## src/rtl/alu_pkg.sv

```systemverilog
// Shared opcode encodings and op-class bit positions for the serial ALU.
package alu_pkg;

    localparam int OP_BITS = 4;

    // Class bits are meaningful only when OP_LOGIC_BIT is clear (arithmetic group).
    localparam int OP_CARRY_BIT = 0;
    localparam int OP_SUB_BIT   = 1;
    localparam int OP_NOWB_BIT  = 2;
    localparam int OP_LOGIC_BIT = 3;

    typedef enum logic [OP_BITS-1:0] {
        OP_ADD = 4'b0000,
        OP_ADC = 4'b0001,
        OP_SUB = 4'b0010,
        OP_SBC = 4'b0011,
        OP_CMP = 4'b0110,
        OP_AND = 4'b1000,
        OP_OR  = 4'b1001,
        OP_XOR = 4'b1010,
        OP_MOV = 4'b1011,
        OP_SHL = 4'b1100,
        OP_RLC = 4'b1101
    } alu_op_e;

    // Turns (length - 1) into the mask of register-index bits the byte index replaces.
    function automatic int unsigned len_mask(input int unsigned m1);
        int unsigned r;
        r = m1;
        r = r | (r >> 1);
        r = r | (r >> 2);
        r = r | (r >> 4);
        r = r | (r >> 8);
        r = r | (r >> 16);
        return r;
    endfunction

endpackage

```

## src/rtl/serial_regfile.sv

```systemverilog
// Register file scanned NSHIFT bits per cycle: each enabled register rotates right,
// port 1 inserting write data at the top, port 2 recirculating its own low chunk.
module serial_regfile
    import alu_pkg::*;
#(
    parameter int LOG2_NR  = 3,
    parameter int REG_BITS = 8,
    parameter int NSHIFT   = 2
) (
    input  logic               clk,
    input  logic               en1,
    input  logic [LOG2_NR-1:0] addr1,
    input  logic [NSHIFT-1:0]  wdata1,
    output logic [NSHIFT-1:0]  rdata1,
    input  logic               en2,
    input  logic [LOG2_NR-1:0] addr2,
    output logic [NSHIFT-1:0]  rdata2
);

    localparam int NR = 1 << LOG2_NR;

    logic [REG_BITS-1:0] regs [NR];
    logic [NR-1:0]       we1;
    logic [NR-1:0]       we2;

    always_comb begin
        we1 = '0;
        we2 = '0;
        for (int i = 0; i < NR; i++) begin
            we1[i] = en1 && (addr1 == LOG2_NR'(i));
            we2[i] = en2 && (addr2 == LOG2_NR'(i)) && !we1[i];
        end
    end

    // When both ports address one register, port 1 owns the rotation.
    always_ff @(posedge clk) begin
        for (int i = 0; i < NR; i++) begin
            if (we1[i]) begin
                regs[i] <= REG_BITS'({wdata1, regs[i]} >> NSHIFT);
            end else if (we2[i]) begin
                regs[i] <= REG_BITS'({regs[i], regs[i]} >> NSHIFT);
            end
        end
    end

    assign rdata1 = regs[addr1][NSHIFT-1:0];
    assign rdata2 = regs[addr2][NSHIFT-1:0];

endmodule

```

## src/rtl/serial_alu_n.sv

```systemverilog
// Multi-register serial ALU processing NSHIFT bits per cycle, LSB chunk first.
// Define SERIAL_ALU_SHIFT_EN to enable SHL/RLC; otherwise they act as MOV.
module serial_alu_n
    import alu_pkg::*;
#(
    parameter int LOG2_NR   = 3,
    parameter int REG_BITS  = 8,
    parameter int NSHIFT    = 2,
    parameter int MAX_BYTES = 4,
    localparam int NBW = (MAX_BYTES > 1) ? $clog2(MAX_BYTES) : 1,
    localparam int CW  = (MAX_BYTES * REG_BITS / NSHIFT > 1) ?
                         $clog2(MAX_BYTES * REG_BITS / NSHIFT) : 1
) (
    input  logic               clk,
    input  logic               reset,
    input  logic               op_valid,
    output logic               op_done,
    output logic               active,
    input  logic [OP_BITS-1:0] operation,
    input  logic [NBW-1:0]     nbytes_m1,
    input  logic [LOG2_NR-1:0] reg1,
    input  logic [LOG2_NR-1:0] reg2,
    input  logic               external_arg2,
    input  logic               update_reg1,
    input  logic               update_carry_flags,
    input  logic               update_other_flags,
    input  logic [NSHIFT-1:0]  data_in2,
    output logic [NSHIFT-1:0]  data_out,
    output logic               flag_c,
    output logic               flag_v,
    output logic               flag_s,
    output logic               flag_z,
    output logic [CW-1:0]      counter
);

    localparam int CPB     = REG_BITS / NSHIFT;
    localparam int CPB_LOG = $clog2(CPB);
    localparam int SW      = NSHIFT + 1;

    logic [CW-1:0]      last_cnt;
    logic               first;
    logic [LOG2_NR-1:0] byte_idx;
    logic [LOG2_NR-1:0] lmask;
    logic [LOG2_NR-1:0] addr1;
    logic [LOG2_NR-1:0] addr2;
    logic [NSHIFT-1:0]  a1;
    logic [NSHIFT-1:0]  rd2;
    logic [NSHIFT-1:0]  a2;
    logic [NSHIFT-1:0]  b;
    logic [NSHIFT-1:0]  wdata;
    logic [NSHIFT-1:0]  res;
    logic [SW-1:0]      sum;
    logic               is_arith;
    logic               carry_use;
    logic               subtract;
    logic               no_wb;
    logic               cin;
    logic               cout;
    logic               vout;
    logic               carry_q;

    assign last_cnt = CW'((32'(nbytes_m1) + 32'd1) * 32'(CPB) - 32'd1);
    assign active   = op_valid;
    assign op_done  = op_valid && (counter == last_cnt);
    assign first    = (counter == '0);

    // Byte k of an operand lives at the base register with its length bits replaced by k.
    assign byte_idx = LOG2_NR'(32'(counter) >> CPB_LOG);
    assign lmask    = LOG2_NR'(len_mask(32'(nbytes_m1)));
    assign addr1    = (reg1 & ~lmask) | (byte_idx & lmask);
    assign addr2    = (reg2 & ~lmask) | (byte_idx & lmask);

    assign is_arith  = !operation[OP_LOGIC_BIT];
    assign carry_use = is_arith && operation[OP_CARRY_BIT];
    assign subtract  = is_arith && operation[OP_SUB_BIT];
    assign no_wb     = is_arith && operation[OP_NOWB_BIT];

    assign a2  = external_arg2 ? data_in2 : rd2;
    assign b   = subtract ? ~a2 : a2;
    assign cin = first ? (carry_use ? flag_c : subtract) : carry_q;
    assign sum = {1'b0, a1} + {1'b0, b} + SW'(cin);

`ifdef SERIAL_ALU_SHIFT_EN
    logic          shift_q;
    logic          sin;
    logic [SW-1:0] shl_wide;

    assign sin      = first ? ((operation == OP_RLC) && flag_c) : shift_q;
    assign shl_wide = {a1, sin};
`endif

    always_comb begin
        res  = sum[NSHIFT-1:0];
        cout = sum[NSHIFT];
        vout = (a1[NSHIFT-1] == b[NSHIFT-1]) && (sum[NSHIFT-1] != a1[NSHIFT-1]);
        case (operation)
            OP_AND: res = a1 & a2;
            OP_OR:  res = a1 | a2;
            OP_XOR: res = a1 ^ a2;
            OP_MOV: res = a2;
`ifdef SERIAL_ALU_SHIFT_EN
            OP_SHL, OP_RLC: begin
                res  = shl_wide[NSHIFT-1:0];
                cout = shl_wide[NSHIFT];
                vout = 1'b0;
            end
`else
            OP_SHL, OP_RLC: res = a2;
`endif
            default: ;
        endcase
    end

    assign data_out = res;
    // Destination always rotates so it realigns after a full operation, even without write-back.
    assign wdata    = (update_reg1 && !no_wb) ? res : a1;

    serial_regfile #(
        .LOG2_NR (LOG2_NR),
        .REG_BITS(REG_BITS),
        .NSHIFT  (NSHIFT)
    ) u_regfile (
        .clk   (clk),
        .en1   (active),
        .addr1 (addr1),
        .wdata1(wdata),
        .rdata1(a1),
        .en2   (active && !external_arg2),
        .addr2 (addr2),
        .rdata2(rd2)
    );

    always_ff @(posedge clk) begin
        if (reset) begin
            counter <= '0;
            carry_q <= 1'b0;
            flag_c  <= 1'b0;
            flag_v  <= 1'b0;
            flag_s  <= 1'b0;
            flag_z  <= 1'b0;
`ifdef SERIAL_ALU_SHIFT_EN
            shift_q <= 1'b0;
`endif
        end else if (active) begin
            counter <= op_done ? '0 : counter + CW'(1);
            carry_q <= sum[NSHIFT];
`ifdef SERIAL_ALU_SHIFT_EN
            shift_q <= a1[NSHIFT-1];
`endif
            if (update_carry_flags) begin
                flag_c <= cout;
                flag_v <= vout;
            end
            if (update_other_flags) begin
                flag_s <= res[NSHIFT-1];
                flag_z <= (res == '0) && (flag_z || first);
            end
        end
    end

endmodule

```

## config.mk

```make
export PLATFORM = sky130hd
export DESIGN_NAME = serial_alu_n
export DESIGN_NICKNAME = d
export VERILOG_FILES = /design/src/rtl/alu_pkg.sv /design/src/rtl/serial_regfile.sv /design/src/rtl/serial_alu_n.sv
export SDC_FILE = /design/constraint.sdc
export NUM_CORES = 1
export LEC_CHECK = 0
export ABC_CLOCK_PERIOD_IN_PS = 5410
export BUFFER_PORTS_ARGS = -buffer_cell sky130_fd_sc_hd__buf_4
export CAP_MARGIN = 25
export CORE_MARGIN = 5
export CORE_UTILIZATION = 29
export CTS_CLUSTER_DIAMETER = 40
export DETAILED_ROUTE_END_ITERATION = 7
export PLACE_DENSITY = 0.42
export REMOVE_ABC_BUFFERS = 1
export SLEW_MARGIN = 5
export SYNTH_ARGS = -nofsm -noshare
export SYNTH_HDL_FRONTEND = slang
export SYNTH_SLANG_ARGS = --single-unit
```

## constraint.sdc

```tcl
create_clock -name clk -period 5.41 [get_ports clk]
set_clock_uncertainty 0.1 [all_clocks]
set_input_delay 0.541 -clock clk [delete_from_list [all_inputs] [get_ports clk]]
set_output_delay 0.541 -clock clk [all_outputs]
set_load 0.05 [all_outputs]
```

Yosys cells after proc, flatten, opt, wreduce, memory -nomap -nowiden
Memories as Yosys holds them, arrays and structs flattened.
Index checks and enable logic that the tools add are counted.

storage, ports and cells
  register bits after elaboration = 9
  bits in latches = 0
  memory bits (writable) = 64
  bits in read-only memories = 0
  output and inout bits = 12
  logic and storage cells = 164
  memories = 1

memory list
  name            words  width  rd ports  clocked after memory_dff  write ports  line                  source
  u_regfile.regs  8      8      10        0                         8            serial_regfile.sv:22  logic [REG_BITS-1:0] regs [NR];

operators by class
  add/sub/neg operators = 5
  $mul = 0
  div/mod/pow operators = 0
  order comparisons = 0
  equal/unequal tests = 23
  shift operators = 0
  multiplexer cells = 55
  bitwise logic cells = 23
  reductions and logical operators = 51

operators by type and width
  kind                   number
  $mux W8                8
  $mux W1                42
  $logic_and A1 B1 Y1    32
  $eq A3 B3 Y1 const B   8
  $eq A4 B4 Y1 const B   6
  $eq A3 B2 Y1 const B   4
  $logic_not A1 Y1       11
  $or A1 B1 Y1           8
  $or A2 B1 Y2 const B   4
  $pmux W2 S4            1
  $and A3 B3 Y3          2
  $eq A3 B1 Y1 const B   2
  $logic_not A3 Y1       2
  $mux W2                3
  $add A4 B1 Y4 const B  1
  $and A2 B2 Y2          2
  $eq A4 B4 Y1           1
  $logic_not A4 Y1       1
  $mux W4                1
  $reduce_and A2 Y1      2
  $sub A4 B1 Y4 const B  1
  $add A2 B2 Y3          1
  $add A3 B1 Y3          1
  $not A2 Y3             1
  12 further kinds       12

Depth between registers and ports, before layout
An unclocked memory read counts as a cell.

  depth after elaboration = 17
  gate-level depth with buffers = 16
  gate-level depth less buffers = 15

Hierarchy
Synthesis repeated with hierarchy kept, for this count alone.

second synthesis, totals
  cells, all modules = 239
  area, all modules = 3462.1 µm²

modules (own cells, without submodules)
  module          times used  cells an instance  area each (µm²)
  serial_regfile  1           131                2586.2
  serial_alu_n    1           108                875.8

Least setup slack after synthesis
Ideal clock, no wire load.

  path type = input to output
  start point = input nbytes_m1[1]
  end point = output data_out[1]
  arrival = 3.960 ns
  required time = 4.769 ns
  path slack = 0.809 ns
  cell stages on the path = 15
  buffers on the path = 1
  cell sequence = buf_2 -> inv_1 -> ha_1 -> mux2_4 -> mux4_2 -> mux2_4 -> mux2i_4 -> xor2_1 -> fa_1 -> inv_1 -> fa_1 -> a21boi_0 -> a41oi_1 -> a21oi_4 -> inv_2

between the ends
  cells in the longest elaborated chain, start to end = 15
  elaborated cells between the ends (all ways) = 21
  classes of those cells = 2 x add/sub; 3 x mux; 15 x bitwise; 1 x memory

ends and longest elaborated chain
  item             line                                    source
  start, declared  serial_alu_n.sv:20                      input logic [NBW-1:0] nbytes_m1,
  $or A2 B1 Y2 *   alu_pkg.sv:30                           r = r | (r >> 1);
  $or A2 B1 Y2 *   alu_pkg.sv:31                           r = r | (r >> 2);
  $or A2 B1 Y2 *   alu_pkg.sv:32                           r = r | (r >> 4);
  $or A2 B1 Y2 *   alu_pkg.sv:33                           r = r | (r >> 8);
  $or A2 B1 Y2 *   alu_pkg.sv:34                           r = r | (r >> 16);
  $not A2 Y3       serial_alu_n.sv:70, serial_alu_n.sv:71
  $and A3 B3 Y3    serial_alu_n.sv:71                      assign addr2 = (reg2 & ~lmask) | (byte_idx & lmask);
  $or A3 B2 Y3     serial_alu_n.sv:71
  $mem_v2 Z8 W8 *  -
  $mux W2          serial_alu_n.sv:78                      assign a2 = external_arg2 ? data_in2 : rd2;
  $not A2 Y2       serial_alu_n.sv:79                      assign b = subtract ? ~a2 : a2;
  $mux W2          serial_alu_n.sv:79
  $add A2 B2 Y3    serial_alu_n.sv:81                      assign sum = {1'b0, a1} + {1'b0, b} + SW'(cin);
  $add A3 B1 Y3    serial_alu_n.sv:81
  $pmux W2 S4 *    serial_alu_n.sv:96                      case (operation)
  end, declared    serial_alu_n.sv:28                      output logic [NSHIFT-1:0] data_out,

Mark *: on every way between the ends. The rest lies on a longest branch, timed or not.

Worst setup path after layout
Same ends and word-level chain as after synthesis.

==> impl_metrics.env <==
export IMPL_cts_resized=0
export IMPL_syn_area_per_cell_sq_um=12.8
export IMPL_wl_mm=8.17
export IMPL_place_gp_congestion=0.812
export IMPL_dieWidth_um=123
export IMPL_min_period_ns=4.89
export IMPL_dp_final_hpwl_mm=5.88
export IMPL_clock_sinks=73
export IMPL_cts_hold_buf=0
export IMPL_worstReg2RegStart="counter[2]"
export IMPL_status="finished clean"
export IMPL_finalCritPeriodShare_pct=90.3
export IMPL_worstHoldPathType="flop to flop"
export IMPL_critPathRequiredTime_ns=4.77
export IMPL_avgRoutedWirePerCell_um=16.4
export IMPL_netlist_instances=288
export IMPL_core_rowCount=41
export IMPL_slowest_stage="fa_1"
export IMPL_crit_chain="buf_4 -> inv_1 -> ha_1 -> mux2_4 -> mux4_2 -> mux2_4 -> mux2i_4 -> xor2_1 -> fa_1 -> inv_1 -> fa_1 -> a21boi_0 -> a41oi_1 -> a21oi_4 -> inv_2 -> buf_4"
export IMPL_p_per_area_mw_per_mm2=334
export IMPL_reg2reg_to="u_regfile.regs[2][6]"
export IMPL_synth_edf_count=64
export IMPL_synth_area_sq_mm=0.00367
export IMPL_final_layout_size_suffix_gt1_share_pct=23.0
export IMPL_ant_nets=0
export IMPL_vias=2402
export IMPL_areaGrowthSynthToFinish_pct=19.3
export IMPL_diodes=0
export IMPL_gr_total_overflow=0
export IMPL_async_flop_share_pct=0
export IMPL_tightest_slew_ns=0.904
export IMPL_path_max_fanout=10
export IMPL_drc=0
export IMPL_grt_pass1_wl_mm=12.9
export IMPL_cts_root_buf="clkbuf_16"
export IMPL_fp_dieArea_sq_mm=0.0150
export IMPL_critPathLaunchType="input port"
export IMPL_dr_wl_met2_mm=3.54
export IMPL_grt_max_degree=24
export IMPL_drt_met1_wl_mm=4.07
export IMPL_mostFrequentLayoutCell="edfxtp_1"
export IMPL_path_buf_inv=5
export IMPL_grt_pass1_vias=2299
export IMPL_rsz0062_at_grt="false"
export IMPL_hold_viol=0
export IMPL_crit_path_end_kind="output port"
export IMPL_start_util_pct=29.3
export IMPL_regArea_sq_mm=0.00210
export IMPL_die_y_um=123
export IMPL_initialDrtViolationCount=125
export IMPL_cp_top_family="multiplexers"
export IMPL_cap_violations=0
export IMPL_synthFlopType="edfxtp_1"
export IMPL_drv_slew=0
export IMPL_p_leak_uw=0.00153
export IMPL_clock_fmax_ghz=0.205
export IMPL_final_cell_mix="64 x edfxtp_1, 34 x buf_4, 22 x nor2_1"
export IMPL_yosysUniqueCellTypes=55
export IMPL_reg2reg_slack_ns=1.29
export IMPL_critical_path_class="input port to output port"
export IMPL_ys_ff_latch=73
export IMPL_fillers=1267
export IMPL_drt_first_pass_iters=6
export IMPL_multi_input_area_sq_mm=0.00146
export IMPL_holdPathStages=0
export IMPL_io_buffer_count=32
export IMPL_setup_tns_ns=0
export IMPL_dr_wl_met3_um=375
export IMPL_cts_htree_levels=3
export IMPL_top_layer="met4"
export IMPL_post_cts_buffers=0
export IMPL_grt_usage_pct=11.6
export IMPL_ys_warn_count=0
export IMPL_clk_path_buf_depth=2
export IMPL_vdd_drop_max_uv=161
export IMPL_nets=352
export IMPL_slew_headroom_pct=39.3
export IMPL_hold_start="u_regfile.regs[4][4]"
export IMPL_finalSetupViolCount=0
export IMPL_ios=33
export IMPL_seq_area_frac_synth_pct=57.2
export IMPL_clkLatencyLatePin_ns=0.34
export IMPL_avgViaCountPerCell=4.82
export IMPL_clkTransAtPathRegs_ns=0.06
export IMPL_crit_arrival_ns=4.25
export IMPL_core_area_sq_mm=0.0125
export IMPL_antenna_found_initial=0
export IMPL_rr_worst_depth=11
export IMPL_cts_tree="done"
export IMPL_fin_util_pct=35.0
export IMPL_max_stage_delay_ns=0.52
export IMPL_holdPathEnd="u_regfile.regs[4][2]"
export IMPL_cts_buffers=9
## synth_stat cells (3+ instances only)
master | n | area (sq um)
edfxtp_1 | 64 | 1920
nor2_1 | 22 | 82.6
nand2_1 | 20 | 75.1
nor3_1 | 16 | 80.1
inv_1 | 13 | 48.8
nand3_1 | 11 | 55.1
nor2b_1 | 10 | 62.6
clkbuf_1 | 9 | 33.8
dfxtp_1 | 9 | 180
a211oi_1 | 8 | 60.1
ha_1 | 8 | 100
mux4_2 | 8 | 180
o31ai_1 | 8 | 60.1
mux2i_1 | 6 | 60.1
a21oi_1 | 5 | 25.0
mux2_2 | 5 | 56.3
xor2_1 | 5 | 43.8
o21ai_0 | 4 | 20.0
a41oi_1 | 3 | 26.3
mux2_4 | 3 | 45.0
nand4_1 | 3 | 18.8
nor4b_1 | 3 | 26.3
## cell families after synthesis
| kind of cell | synth area share [%] |
|---|---|
| XOR/XNOR | 1.43 |
| AO/OA/AOI/OAI | 10.2 |
| buffers and inverters | 3.13 |
| flip-flops | 57.2 |
| adder cells (fa/ha/maj) | 3.81 |
| AND/OR/NAND/NOR | 13.7 |
| multiplexers | 10.5 |
## worst register-to-register path, stage by stage (launching register included)
cell      delay (ns)
dfxtp_1         0.53
mux2_4          0.29
mux4_2          0.50
mux2_4          0.33
mux2i_4         0.19
xor2_1          0.22
fa_1            0.44
nor2b_1         0.14
a41oi_1         0.16
nand3_1         0.20
a211oi_4        0.55
o31ai_1         0.19
## sequential cells by signal (all words and copies together) (netlist names)
signal          flops
u_regfile.regs     64
counter             4
carry_q             1
flag_c              1
flag_s              1
flag_v              1
flag_z              1
## worst max-delay path by stage
stage	start	to	slack (ns)	cells after the start
floorplan	nbytes_m1[0]	data_out[1]	0.97	14
global placement	nbytes_m1[1]	data_out[1]	0.60	16
detailed placement	nbytes_m1[1]	data_out[1]	0.53	16
CTS	nbytes_m1[1]	data_out[1]	0.51	16
global route	nbytes_m1[1]	data_out[1]	0.26	16
finish	nbytes_m1[1]	data_out[1]	0.52	16
## layer usage
metal  GRT usage [%]  vias up
met5               0        -
met4            4.34        0
met3            4.19       14
met2            16.2       47
met1            16.4     1181
li1                -     1160
## stage by stage
step	hold WS, ns	power [uW]	cells	area [sq um]	setup WS, ns
global route	0.323	1530	498	4380	0.258
detailed placement	0.305	890	482	4090	0.533
global placement	0.300	891	481	4080	0.597
finish	0.312	1460	498	4380	0.524
CTS	0.313	1480	498	4380	0.511
floorplan	0.300	809	275	3610	0.973
## report_power, final
part | switching (uW) | internal [uW] | leakage [uW]
clock network | 225 | 358 | 0.000139
logic | 144 | 89.5 | 0.000731
registers | 9.21 | 636 | 0.000657
total | 379 | 1080 | 0.00153
## layout make-up
class                   instances  area share [%]
flip-flops and latches         73            48.0
well taps                     172            4.91
clock inverters                 6            1.54
inverters                      14            1.20
clock buffers                  10            5.22
repair buffers                 35            5.94
multi-input cells             188            33.2
Note: power is estimated with default switching activity, not from simulation.
